### config.mk
export PLATFORM = sky130hd
export DESIGN_NAME = gru_mac_sequencer
export DESIGN_NICKNAME = d
export VERILOG_FILES = /design/src/rtl/gru_mac_sequencer.sv
export SDC_FILE = /design/constraint.sdc
export NUM_CORES = 1
export LEC_CHECK = 0
export CELL_PAD_IN_SITES_DETAIL_PLACEMENT = 2
export CELL_PAD_IN_SITES_GLOBAL_PLACEMENT = 2
export CORE_UTILIZATION = 30
export DETAILED_ROUTE_END_ITERATION = 10
export PLACE_DENSITY = 0.79
export SYNTH_ARGS = -nofsm -noshare
export SYNTH_HDL_FRONTEND = slang
export SYNTH_SLANG_ARGS = --single-unit
### constraint.sdc
create_clock -name clk -period 10.9 [get_ports clk]
set_clock_uncertainty 0.05 [all_clocks]
set_input_delay 1.09 -clock clk [delete_from_list [all_inputs] [get_ports clk]]
set_output_delay 1.09 -clock clk [all_outputs]
set_load 0.005 [all_outputs]
### src/rtl/gru_mac_sequencer.sv
// gru_mac_sequencer: sequences one GRU layer (gates Z,R,H then state update) over one MAC.
// Optional GRU_SEQ_PERF_EN adds perf_cycles / stall_cycles counters.
module gru_mac_sequencer #(
  parameter int NB_INPUTS  = 24,
  parameter int NB_NEURONS = 24,
  parameter int ADDR_W     = 16,
  parameter int IDX_W      = 8
) (
  input  logic              clk,
  input  logic              rst_n,
  input  logic              start,
  input  logic              mac_ready,
  output logic              busy,
  output logic              done,
  output logic [1:0]        gate,
  output logic [IDX_W-1:0]  neuron_idx,
  output logic              acc_clear,
  output logic [ADDR_W-1:0] bias_addr,
  output logic              in_mac_en,
  output logic [IDX_W-1:0]  in_idx,
  output logic [ADDR_W-1:0] in_w_addr,
  output logic              rec_mac_en,
  output logic              rec_mul_r,
  output logic [IDX_W-1:0]  state_idx,
  output logic [ADDR_W-1:0] rec_w_addr,
  output logic              acc_wr,
  output logic              upd_en
`ifdef GRU_SEQ_PERF_EN
  ,
  output logic [31:0]       perf_cycles,
  output logic [31:0]       stall_cycles
`endif
);

  localparam logic [2:0] S_IDLE = 3'd0;
  localparam logic [2:0] S_BIAS = 3'd1;
  localparam logic [2:0] S_IN   = 3'd2;
  localparam logic [2:0] S_REC  = 3'd3;
  localparam logic [2:0] S_WR   = 3'd4;
  localparam logic [2:0] S_UPD  = 3'd5;
  localparam logic [2:0] S_DONE = 3'd6;

  localparam logic [IDX_W-1:0]  LAST_IN = IDX_W'(NB_INPUTS - 1);
  localparam logic [IDX_W-1:0]  LAST_N  = IDX_W'(NB_NEURONS - 1);
  localparam logic [ADDR_W-1:0] N_A     = ADDR_W'(NB_NEURONS);
  localparam logic [ADDR_W-1:0] ROW_A   = ADDR_W'(3 * NB_NEURONS);

  logic [2:0]        state, nxt_state;
  logic [1:0]        g, nxt_g;
  logic [IDX_W-1:0]  j, nxt_j;
  logic [IDX_W-1:0]  k, nxt_k;
  logic [ADDR_W-1:0] nxt_col;
  logic [ADDR_W-1:0] nxt_row;

  always_comb begin
    nxt_state = state;
    nxt_g     = g;
    nxt_j     = j;
    nxt_k     = k;
    unique case (state)
      S_IDLE: begin
        if (start) begin
          nxt_state = S_BIAS;
          nxt_g     = 2'd0;
          nxt_j     = '0;
          nxt_k     = '0;
        end
      end
      S_BIAS: begin
        if (mac_ready) begin
          nxt_state = S_IN;
          nxt_k     = '0;
        end
      end
      S_IN: begin
        if (mac_ready) begin
          if (k == LAST_IN) begin
            nxt_state = S_REC;
            nxt_k     = '0;
          end else begin
            nxt_k = k + 1'b1;
          end
        end
      end
      S_REC: begin
        if (mac_ready) begin
          if (k == LAST_N) nxt_state = S_WR;
          else             nxt_k = k + 1'b1;
        end
      end
      S_WR: begin
        if (mac_ready) begin
          if (j != LAST_N) begin
            nxt_j     = j + 1'b1;
            nxt_state = S_BIAS;
          end else if (g != 2'd2) begin
            nxt_g     = g + 2'd1;
            nxt_j     = '0;
            nxt_state = S_BIAS;
          end else begin
            nxt_j     = '0;
            nxt_state = S_UPD;
          end
        end
      end
      S_UPD: begin
        if (mac_ready) begin
          if (j == LAST_N) nxt_state = S_DONE;
          else             nxt_j = j + 1'b1;
        end
      end
      S_DONE:  nxt_state = S_IDLE;
      default: nxt_state = S_IDLE;
    endcase
  end

  // Addresses are built from next-cycle counters so they land with their strobe.
  assign nxt_col = ADDR_W'(nxt_g) * N_A + ADDR_W'(nxt_j);
  assign nxt_row = ADDR_W'(nxt_k) * ROW_A;

  always_ff @(posedge clk or negedge rst_n) begin
    if (!rst_n) begin
      state      <= S_IDLE;
      g          <= 2'd0;
      j          <= '0;
      k          <= '0;
      bias_addr  <= '0;
      in_idx     <= '0;
      in_w_addr  <= '0;
      state_idx  <= '0;
      rec_w_addr <= '0;
    end else begin
      state <= nxt_state;
      g     <= nxt_g;
      j     <= nxt_j;
      k     <= nxt_k;
      if (nxt_state == S_BIAS) bias_addr <= nxt_col;
      if (nxt_state == S_IN) begin
        in_idx    <= nxt_k;
        in_w_addr <= nxt_row + nxt_col;
      end
      if (nxt_state == S_REC) begin
        state_idx  <= nxt_k;
        rec_w_addr <= nxt_row + nxt_col;
      end
    end
  end

  assign busy       = (state != S_IDLE);
  assign done       = (state == S_DONE);
  assign gate       = g;
  assign neuron_idx = j;
  assign acc_clear  = (state == S_BIAS) & mac_ready;
  assign in_mac_en  = (state == S_IN) & mac_ready;
  assign rec_mac_en = (state == S_REC) & mac_ready;
  assign rec_mul_r  = rec_mac_en & (g == 2'd2);
  assign acc_wr     = (state == S_WR) & mac_ready;
  assign upd_en     = (state == S_UPD) & mac_ready;

`ifdef GRU_SEQ_PERF_EN
  always_ff @(posedge clk or negedge rst_n) begin
    if (!rst_n) begin
      perf_cycles  <= '0;
      stall_cycles <= '0;
    end else if (state == S_IDLE) begin
      if (start) begin
        perf_cycles  <= '0;
        stall_cycles <= '0;
      end
    end else begin
      perf_cycles <= perf_cycles + 32'd1;
      if (!mac_ready && state != S_DONE) stall_cycles <= stall_cycles + 32'd1;
    end
  end
`endif

endmodule
# Word level (Yosys, flattened, before mapping)
# Index checks and enable logic that the tools add are counted.
word_totals:
  regBits: 85
  in_bits: 4
  out_inout_bits: 82
  word_cells: 68
classes:
  addsub: 5
  mul: 2
  eq_ne: 14
  muxes: 30
  n_bitwise: 6
  n_reduce_logical: 2
op_table:
  columns: ["cell", "n"]
  rows:
  - ["two-way mux 8 bit", 11]
  - ["two-way mux 3 bit", 11]
  - ["case mux 8 bit (4 select lines)", 1]
  - ["case mux 8 bit (3 select lines)", 1]
  - ["case mux 3 bit (6 select lines)", 1]
  - ["adder 15 x 9 -> 16 bit", 1]
  - ["adder 8 x 1 -> 8 bit, second input constant", 2]
  - ["== test 8 x 5 -> 1 bit, second input constant", 2]
  - ["== test 3 x 2 -> 1 bit, second input constant", 4]
  - ["multiplier 8 x 4 -> 12 bit, second input constant", 1]
  - ["adder 7 x 8 -> 9 bit", 1]
  - ["== test 3 bit, second input constant", 3]
  - ["two-way mux 2 bit", 4]
  - ["!= test 8 x 5 -> 1 bit, second input constant", 1]
  - ["AND 1 bit", 6]
  - ["== test 3 x 1 -> 1 bit, second input constant", 2]
  - ["multiplier 2 x 2 -> 4 bit, second input constant", 1]
  - ["case mux 2 bit (2 select lines)", 1]
  - ["logical NOT 3 bit", 1]
  - ["nonzero test 3 bit", 1]
  - ["adder 2 x 1 -> 2 bit, second input constant", 1]
  - ["== test 2 bit, second input constant", 1]
  - ["!= test 2 bit, second input constant", 1]

# Logic depth before layout (Yosys ltp)
# Gate-level depths: netlist of the first run.
logic_depth:
  ltp_word: 8
  ltp_mapped: 22
  mapped_depth_nobuf: 21

# Worst setup path before layout of the first run
# OpenSTA, ideal clock, no wires.
synth_path:
  path_kind: "input to register"
  from: "in mac_ready"
  to: "reg in_w_addr[14]"
  setup_ns: 0.122
  t_arrival_ns: 4.585
  required_ns: 10.728
  slack_ns: 6.143
  path_stages: 18
  path_buffers: 3
  path_cell_list: "buf_4 -> clkbuf_1 -> clkbuf_1 -> a41o_1 -> a22o_1 -> ha_1 -> ha_1 -> a21o_1 -> a21oi_1 -> xnor2_1 -> ha_1 -> o21ai_0 -> nor2_1 -> o31a_1 -> o211ai_1 -> o21a_1 -> o22ai_1 -> a32o_1"
synth_between:
  elab_chain_len: 5
  word_cells_on_any_way: 20
  cone_classes: "add/sub: 2; mul: 2; eq/ne: 1; mux: 15"
synth_rtl:
  columns: ["element", "line_no", "rtl"]
  rows:
  - ["from (decl)", "12", "input logic mac_ready,"]
  - ["two-way mux 2 bit", "92", "if (mac_ready) begin"]
  - ["case mux 2 bit (2 select lines)", "60", "unique case (state)"]
  - ["via nxt_g[1]", "49", "logic [1:0] g, nxt_g;"]
  - ["multiplier 2 x 2 -> 4 bit", "118", "assign nxt_col = ADDR_W'(nxt_g) * N_A + ADDR_W'(nxt_j);"]
  - ["adder 7 x 8 -> 9 bit", "118", null]
  - ["via nxt_col[6]", "52", "logic [ADDR_W-1:0] nxt_col;"]
  - ["adder 15 x 9 -> 16 bit", "140", "in_w_addr <= nxt_row + nxt_col;"]
  - ["to (signal assigned)", "140", null]
  - ["to (decl)", "21", "output logic [ADDR_W-1:0] in_w_addr,"]
# The timed path passes the listed nets, and every way through them passes these cells.
# A chain may end at the register's enable or synchronous reset.

# Final worst setup path of the first run
# Ends and elaborated chain as after synthesis.

==> metrics.cfg, run 1 <==
[layout]
area_delta_synth_final_pct = 26.1
layout-drive-gt1-share_pct = 8.86
multiInputGateArea_um2 = 2330
regArea_um2 = 1950
fin_nets = 572
instances_no_fill = 726
fillers = 1623
fin_area_um2 = 5730
n_antenna_cell = 0
final_util_pct = 39.1

[grt]
track_usage_pct = 19.0
grt_pass1_vias = 4191
grt_pass1_wl_mm = 23.1
antenna_found_initial = 0
overflow = 0
grt_max_degree = 79

[routing]
drcViolationCount = 8
drt_pass1_iterations = 9
wirelength_mm = 14.0
via_per_inst = 5.14
drt-initial-drc-count = 106
num_vias = 3729
avgRoutedWirePerCell_um = 19.3
final_antenna_net_count = 0

[yosys]
netlist.top_cell.by_area = dfrtp_1
synth.area.mux_share_pct = 5.98
synthAdderAreaFrac_pct = 9.04
synth-edff-count = 0
synthTopCellsByArea = dfrtp_1 (43%), ha_1 (7.7%), nand2_1 (5.6%)
synth_compound_area_share_pct = 16.1
async_flop_share_pct = 100
synth_cell_types = 59
yosysWarnings = 0
ys_ff_latch = 78
yosys.area_share.simple_pct = 15.5
synth_area_per_cell_um2 = 9.77
yosysSeqAreaShare_pct = 43.0
synth_top_family_by_area = compound AO/OA/AOI/OAI gates
synth_ff_type = dfrtp_1
synth_xor_area_share_pct = 4.24
syn_area_um2 = 4540
netlist_instances = 465
synth_top_area_share_pct = 43.0

[die]
die_y_um = 125
die_w_um = 125
die-area_um2 = 15600
fp-row-count = 44
start_util_pct = 31.0
io_pins = 86
core_um2 = 14600

[clock_network]
clk_latency_ns = 0.35
cts.sink_count = 78
path_clk_slew_ns = 0.06
post_cts_buffers = 0
htreeDepth = 3
cts_tree = yes
cts_buffers = 9
root_buffer = clkbuf_16
clock_path_buffers = 2
cts_resized = 0
hold_buffers = 0

[power_and_ir_drop]
power_leakage_nw = 2.63
power_density_nw_per_um2 = 183
vdd_ir_drop_max_v = 0.000113
power_mw = 1.05

[timing]
fin_tns_setup_ns = 0
tightest_slew_ns = 1.12
slew_headroom_pct = 25.0
rsz0062_at_grt = false
setup_viol = 0
min_period_ns = 5.45
fin_crit_sh_pct = 50.0
clock.fmax_mhz = 184
finalMaxSlewViolations = 0
hold_viol_final = 0

[flow_run]
cap_violations = 0

[placed_design]
port-buffer-count = 78
dp_hpwl_mm = 10.2
dp.cells = 710
dpl_cell_area_um2 = 5430
gp_congestion = 0.786

[worst_setup_path]
end_kind = register
cp.arrival_ns = 5.64
critPathKind = in2reg
required_ns = 11.09
cp-start-kind = input pin
path_max_fanout = 30

[hold_path]
hold_path_class = reg2reg

[run_status]
status = complete, but fails checks
violations = DRC

==> final timing paths <==
path	start	to	slack (ns)	cells past startpoint
worst min-delay path	in_w_addr[15]$_DFFE_PN0N_	in_w_addr[15]$_DFFE_PN0N_	0.44	1
worst min register to register	in_w_addr[15]$_DFFE_PN0N_	in_w_addr[15]$_DFFE_PN0N_	0.44	1
min in group asynchronous	rst_n	rec_w_addr[5]$_DFFE_PN0N_	0.87	1
max in group asynchronous	rst_n	k[1]$_DFF_PN0_	9.26	1
worst max register to register	neuron_idx[0]$_DFF_PN0_	in_w_addr[14]$_DFFE_PN0N_	5.89	19
worst max-delay path	mac_ready	in_w_addr[14]$_DFFE_PN0N_	5.45	20
==> flip-flops by register name, summed over array words and instances (netlist names), 3 cells and up, named ones only <==
register    cells
in_w_addr      16
rec_w_addr     16
bias_addr       9
in_idx          8
k               8
state_idx       8
neuron_idx      7
state           3
==> report_power, final <==
part	internal, mW	switching, mW
combinational	0.165	0.187
clock	0.184	0.126
sequential	0.341	0.0464
total	0.690	0.359
==> layout by cell type, fill, tap and decap left out, types with 4 or more instances in the layout <==
| master | n |
|---|---|
| xnor2_1 | 15 |
| o211ai_1 | 4 |
| nor2b_1 | 5 |
| o21ai_1 | 20 |
| clkdlybuf4s50_1 | 77 |
| clkbuf_16 | 9 |
| o21a_1 | 4 |
| mux2_4 | 8 |
| mux2i_1 | 5 |
| o21ai_0 | 23 |
| a211oi_1 | 4 |
| dfrtp_1 | 78 |
| nand3_1 | 7 |
| mux2_2 | 9 |
| nand2b_1 | 7 |
| a22o_1 | 5 |
| conb_1 | 7 |
| and2_1 | 4 |
| a21oi_1 | 17 |
| xor2_1 | 7 |
| a21o_1 | 12 |
| nand2_1 | 68 |
| inv_1 | 25 |
| ha_1 | 28 |
| buf_4 | 5 |
| nor2_1 | 28 |
| nor3_1 | 6 |
==> routing by layer <==
layer | track usage [%] | wire (um) | vias up
met5 | 0 | 0 | -
met4 | 5.45 | 163 | 0
met3 | 4.41 | 472 | 13
met2 | 33.4 | 7170 | 58
met1 | 23.3 | 6180 | 1910
li1 | - | - | 1748
==> logic make-up (layout without fill, tap and decap cells) <==
family | after synthesis | after routing
AO/OA/AOI/OAI | 113 | 113
XOR/XNOR | 22 | 22
adder cells (fa/ha/maj) | 31 | 31
buffers and inverters | 53 | 124
flip-flops | 78 | 78
multiplexers | 22 | 22
other | 1 | 7
AND/OR/NAND/NOR | 145 | 145
==> cells in the mapped netlist, drive strengths merged, types with 2 or more instances <==
master,n
or2,2
nor4,2
nand3,7
nand2b,7
fa,3
and2,4
o21a,4
ha,28
a22oi,2
o21bai,3
nand2,68
a211oi,4
nand4,3
nor3,6
a41oi,2
o21ai,43
o22ai,4
a22o,5
nor3b,4
or3,2
a21o,13
clkbuf,8
nor2,28
inv,26
a21oi,17
o211ai,4
mux2i,5
xnor2,15
mux2,17
xor2,7
nand4b,3
dfrtp,78
and3,3
a32o,3
buf,19
a32oi,2
nor2b,5
==> per-stage QoR <==
| step | hold WS, ns | worst slack [ns] |
|---|---|---|
| after floorplan | 0.420 | 6.14 |
| after global placement | 0.416 | 5.44 |
| after detailed placement | 0.424 | 5.23 |
| after CTS | 0.444 | 5.46 |
| after global routing | 0.454 | 5.10 |
| final | 0.438 | 5.45 |
==> final cells by class <==
type	instances	area share [%]
multi-input combinational	340	40.8
sequential	78	34.1
timing repair buffer	82	14.1
clock buffer	11	4.24
tap	184	4.02
inverter	26	1.75
clock inverter	5	1.01
==> critical path: stages <==
cell and delay, ns:
clkdlybuf4s50_1 0.46, buf_4 0.32, nand2b_1 0.16, nor2_1 0.20, nand2_1 0.11, mux2i_1 0.14
nor2_1 0.24, ha_1 0.32, ha_1 0.29, a21o_1 0.18, a21oi_1 0.23, xnor2_1 0.18
ha_1 0.30, o21ai_0 0.12, nor2_1 0.10, o31a_1 0.28, o211ai_1 0.32, o21a_1 0.20
o22ai_1 0.11, a32o_1 0.28
Power figures use the tool's default switching activity.
==> inputs of run 2 (changes only) <==
==> constraint.sdc (replaced) <==
create_clock -name clk -period 5.2 [get_ports clk]
set_clock_uncertainty 0.05 [all_clocks]
set_input_delay 0.52 -clock clk [delete_from_list [all_inputs] [get_ports clk]]
set_output_delay 0.52 -clock clk [all_outputs]
set_load 0.005 [all_outputs]
==> run 2 against run 1 <==
  * The run still ends with DRC left
  * Non-clock buffer count is 5 higher
  * Sequential cell count is the same
  * Core utilization up 0.44 points
  * Setup slack got worse by 5.1 ns
  * Clock power grew 130%
  * Critical path type is now reg2reg
==> metrics.cfg, run 2 (synthesis gave the netlist of run 1 again) <==
[die]
die_y_um = 125
fp-row-count = 44
die_w_um = 125
core_um2 = 14600
io_pins = 86
die-area_um2 = 15600
start_util_pct = 31.0

[routing]
via_per_inst = 5.13
wirelength_mm = 14.3
num_vias = 3744
drcViolationCount = 8
drt_pass1_iterations = 7
avgRoutedWirePerCell_um = 19.6
final_antenna_net_count = 0
drt-initial-drc-count = 135

[worst_setup_path]
path_depth = 19
critPathKind = reg2reg
reg2reg_to = in_w_addr[14]$_DFFE_PN0N_
max_stage_delay_ns = 0.44
path_cells = ha_2 -> nand4b_1 -> nor4_2 -> buf_4 -> a21oi_1 -> a41o_1 -> a22o_1 -> ha_1 -> inv_1 -> fa_1 -> xnor2_1 -> ha_1 -> o21ai_0 -> nor2_1 -> o31a_1 -> o211ai_1 -> o21a_1 -> o22ai_1 -> a32o_1
r2r-start = neuron_idx[0]$_DFF_PN0_
cp-start-kind = register
worstRegToRegCells = 19
path_max_fanout = 11
cp-endpoint = in_w_addr[14]$_DFFE_PN0N_
critical-path-top-delay-family = compound AO/OA/AOI/OAI gates
reg2reg_slack_ns = 0.34
crit_slowest_cell = dfrtp_1
required_ns = 5.38
end_kind = register
crit_path_frequent_cell = ha_1
cp.arrival_ns = 5.04
critPathLaunch = neuron_idx[0]$_DFF_PN0_
critPathBufInv = 2

[timing]
clock.fmax_mhz = 206
slew_headroom_pct = 19.9
fin_ws_ns = 0.338
hold_viol_final = 0
fin_crit_sh_pct = 93.5
tightest_slew_ns = 1.20
setup_viol = 0
min_period_ns = 4.86
fin_tns_setup_ns = 0
rsz0062_at_grt = false
hold_ws_ns = 0.298
finalMaxSlewViolations = 0

[layout]
n_antenna_cell = 0
final_util_pct = 39.5
most-common-layout-cells = dfrtp_1 (78), clkdlybuf4s50_1 (77), nand2_1 (68), nor2_1 (28), ha_1 (27)
area_delta_synth_final_pct = 27.5
fillers = 1571
fin_area_um2 = 5790
reg_top3 = in_w_addr: 16 flops, rec_w_addr: 16 flops, bias_addr: 9 flops
final_common_cell = dfrtp_1
layout-drive-gt1-share_pct = 9.71
instances_no_fill = 730
fin_nets = 577

[power_and_ir_drop]
vdd_ir_drop_max_v = 0.000222
p_comb_share_pct = 33.8
p_clk_share_pct = 30.6
power_mw = 2.28
intPower_mw = 1.51
power_leakage_nw = 2.66
switchingPower_uw = 773
power_density_nw_per_um2 = 394
p_seq_share_pct = 35.6
switching_share_pct = 33.9

[clock_network]
clk_latency_ns = 0.35
cts.sink_count = 78
cts_tree = yes
htreeDepth = 3
post_cts_buffers = 0
root_buffer = clkbuf_16
path_clk_slew_ns = 0.06
cts_buffers = 9
clock_path_buffers = 2

[run_status]
status = complete, but fails checks
violations = DRC

[placed_design]
gp_congestion = 0.812
dp.cells = 715
dpl_cell_area_um2 = 5460
place_ws_ns = 0.175
dp_hpwl_mm = 10.6
port-buffer-count = 78

[grt]
grt_pass1_wl_mm = 23.7
track_usage_pct = 19.6
overflow = 0
grt_max_degree = 79
grt_pass1_vias = 4327
antenna_found_initial = 0

[flow_run]
cap_violations = 0

[hold_path]
hold_path_class = in2async

run 2: worst min-delay path by stage:
| stage | depth (start not counted) | from | end |
|---|---|---|---|
| after floorplan | 0 | rst_n | async pin |
| after global placement | 2 | in_w_addr[6]$_DFFE_PN0N_ | in_w_addr[6]$_DFFE_PN0N_ |
| after detailed placement | 2 | in_w_addr[4]$_DFFE_PN0N_ | in_w_addr[4]$_DFFE_PN0N_ |
| after CTS | 1 | rst_n | rec_w_addr[9]$_DFFE_PN0N_ |
| after global routing | 1 | rst_n | in_w_addr[8]$_DFFE_PN0N_ |
| final | 1 | rst_n | rec_w_addr[15]$_DFFE_PN0N_ |
run 2: power groups by stage:
stage / sequential, mW / combinational [mW] / clock (mW)
6_report: 0.812 / 0.773 / 0.699
5_1_grt: 0.827 / 0.847 / 0.735
4_1_cts: 0.813 / 0.787 / 0.716
3_5_place_dp: 0.820 / 0.769 / 0
3_3_place_gp: 0.816 / 0.735 / 0
2_1_floorplan: 0.785 / 0.429 / 0
run 2: per-layer routing:
| layer | wire length, um | GRT usage [%] | vias up | share of wire [%] |
|---|---|---|---|---|
| met2 | 7240 | 35.2 | 70 | 51 |
| met3 | 546 | 4.11 | 20 | 3.8 |
| li1 | - | - | 1753 | - |
| met4 | 337 | 7.32 | 0 | 2.4 |
| met5 | 0 | 0 | - | 0 |
| met1 | 6160 | 22.8 | 1901 | 43 |
run 2: area by class of cell:
| type | count | area [um^2] | share of cell area [%] |
|---|---|---|---|
| repair buffers | 87 | 846 | 14.6 |
| inverters | 26 | 100 | 1.73 |
| flip-flops and latches | 78 | 1950 | 33.7 |
| clock buffers | 12 | 256 | 4.43 |
| clock inverters | 3 | 67.6 | 1.17 |
| multi-input cells | 340 | 2340 | 40.4 |
| well taps | 184 | 230 | 3.98 |
run 2: timing repair:
action | in CTS | in global routing
resized for setup | 0 | 1
hold buffers | 0 | 0
setup endpoints to repair | 0 | 2
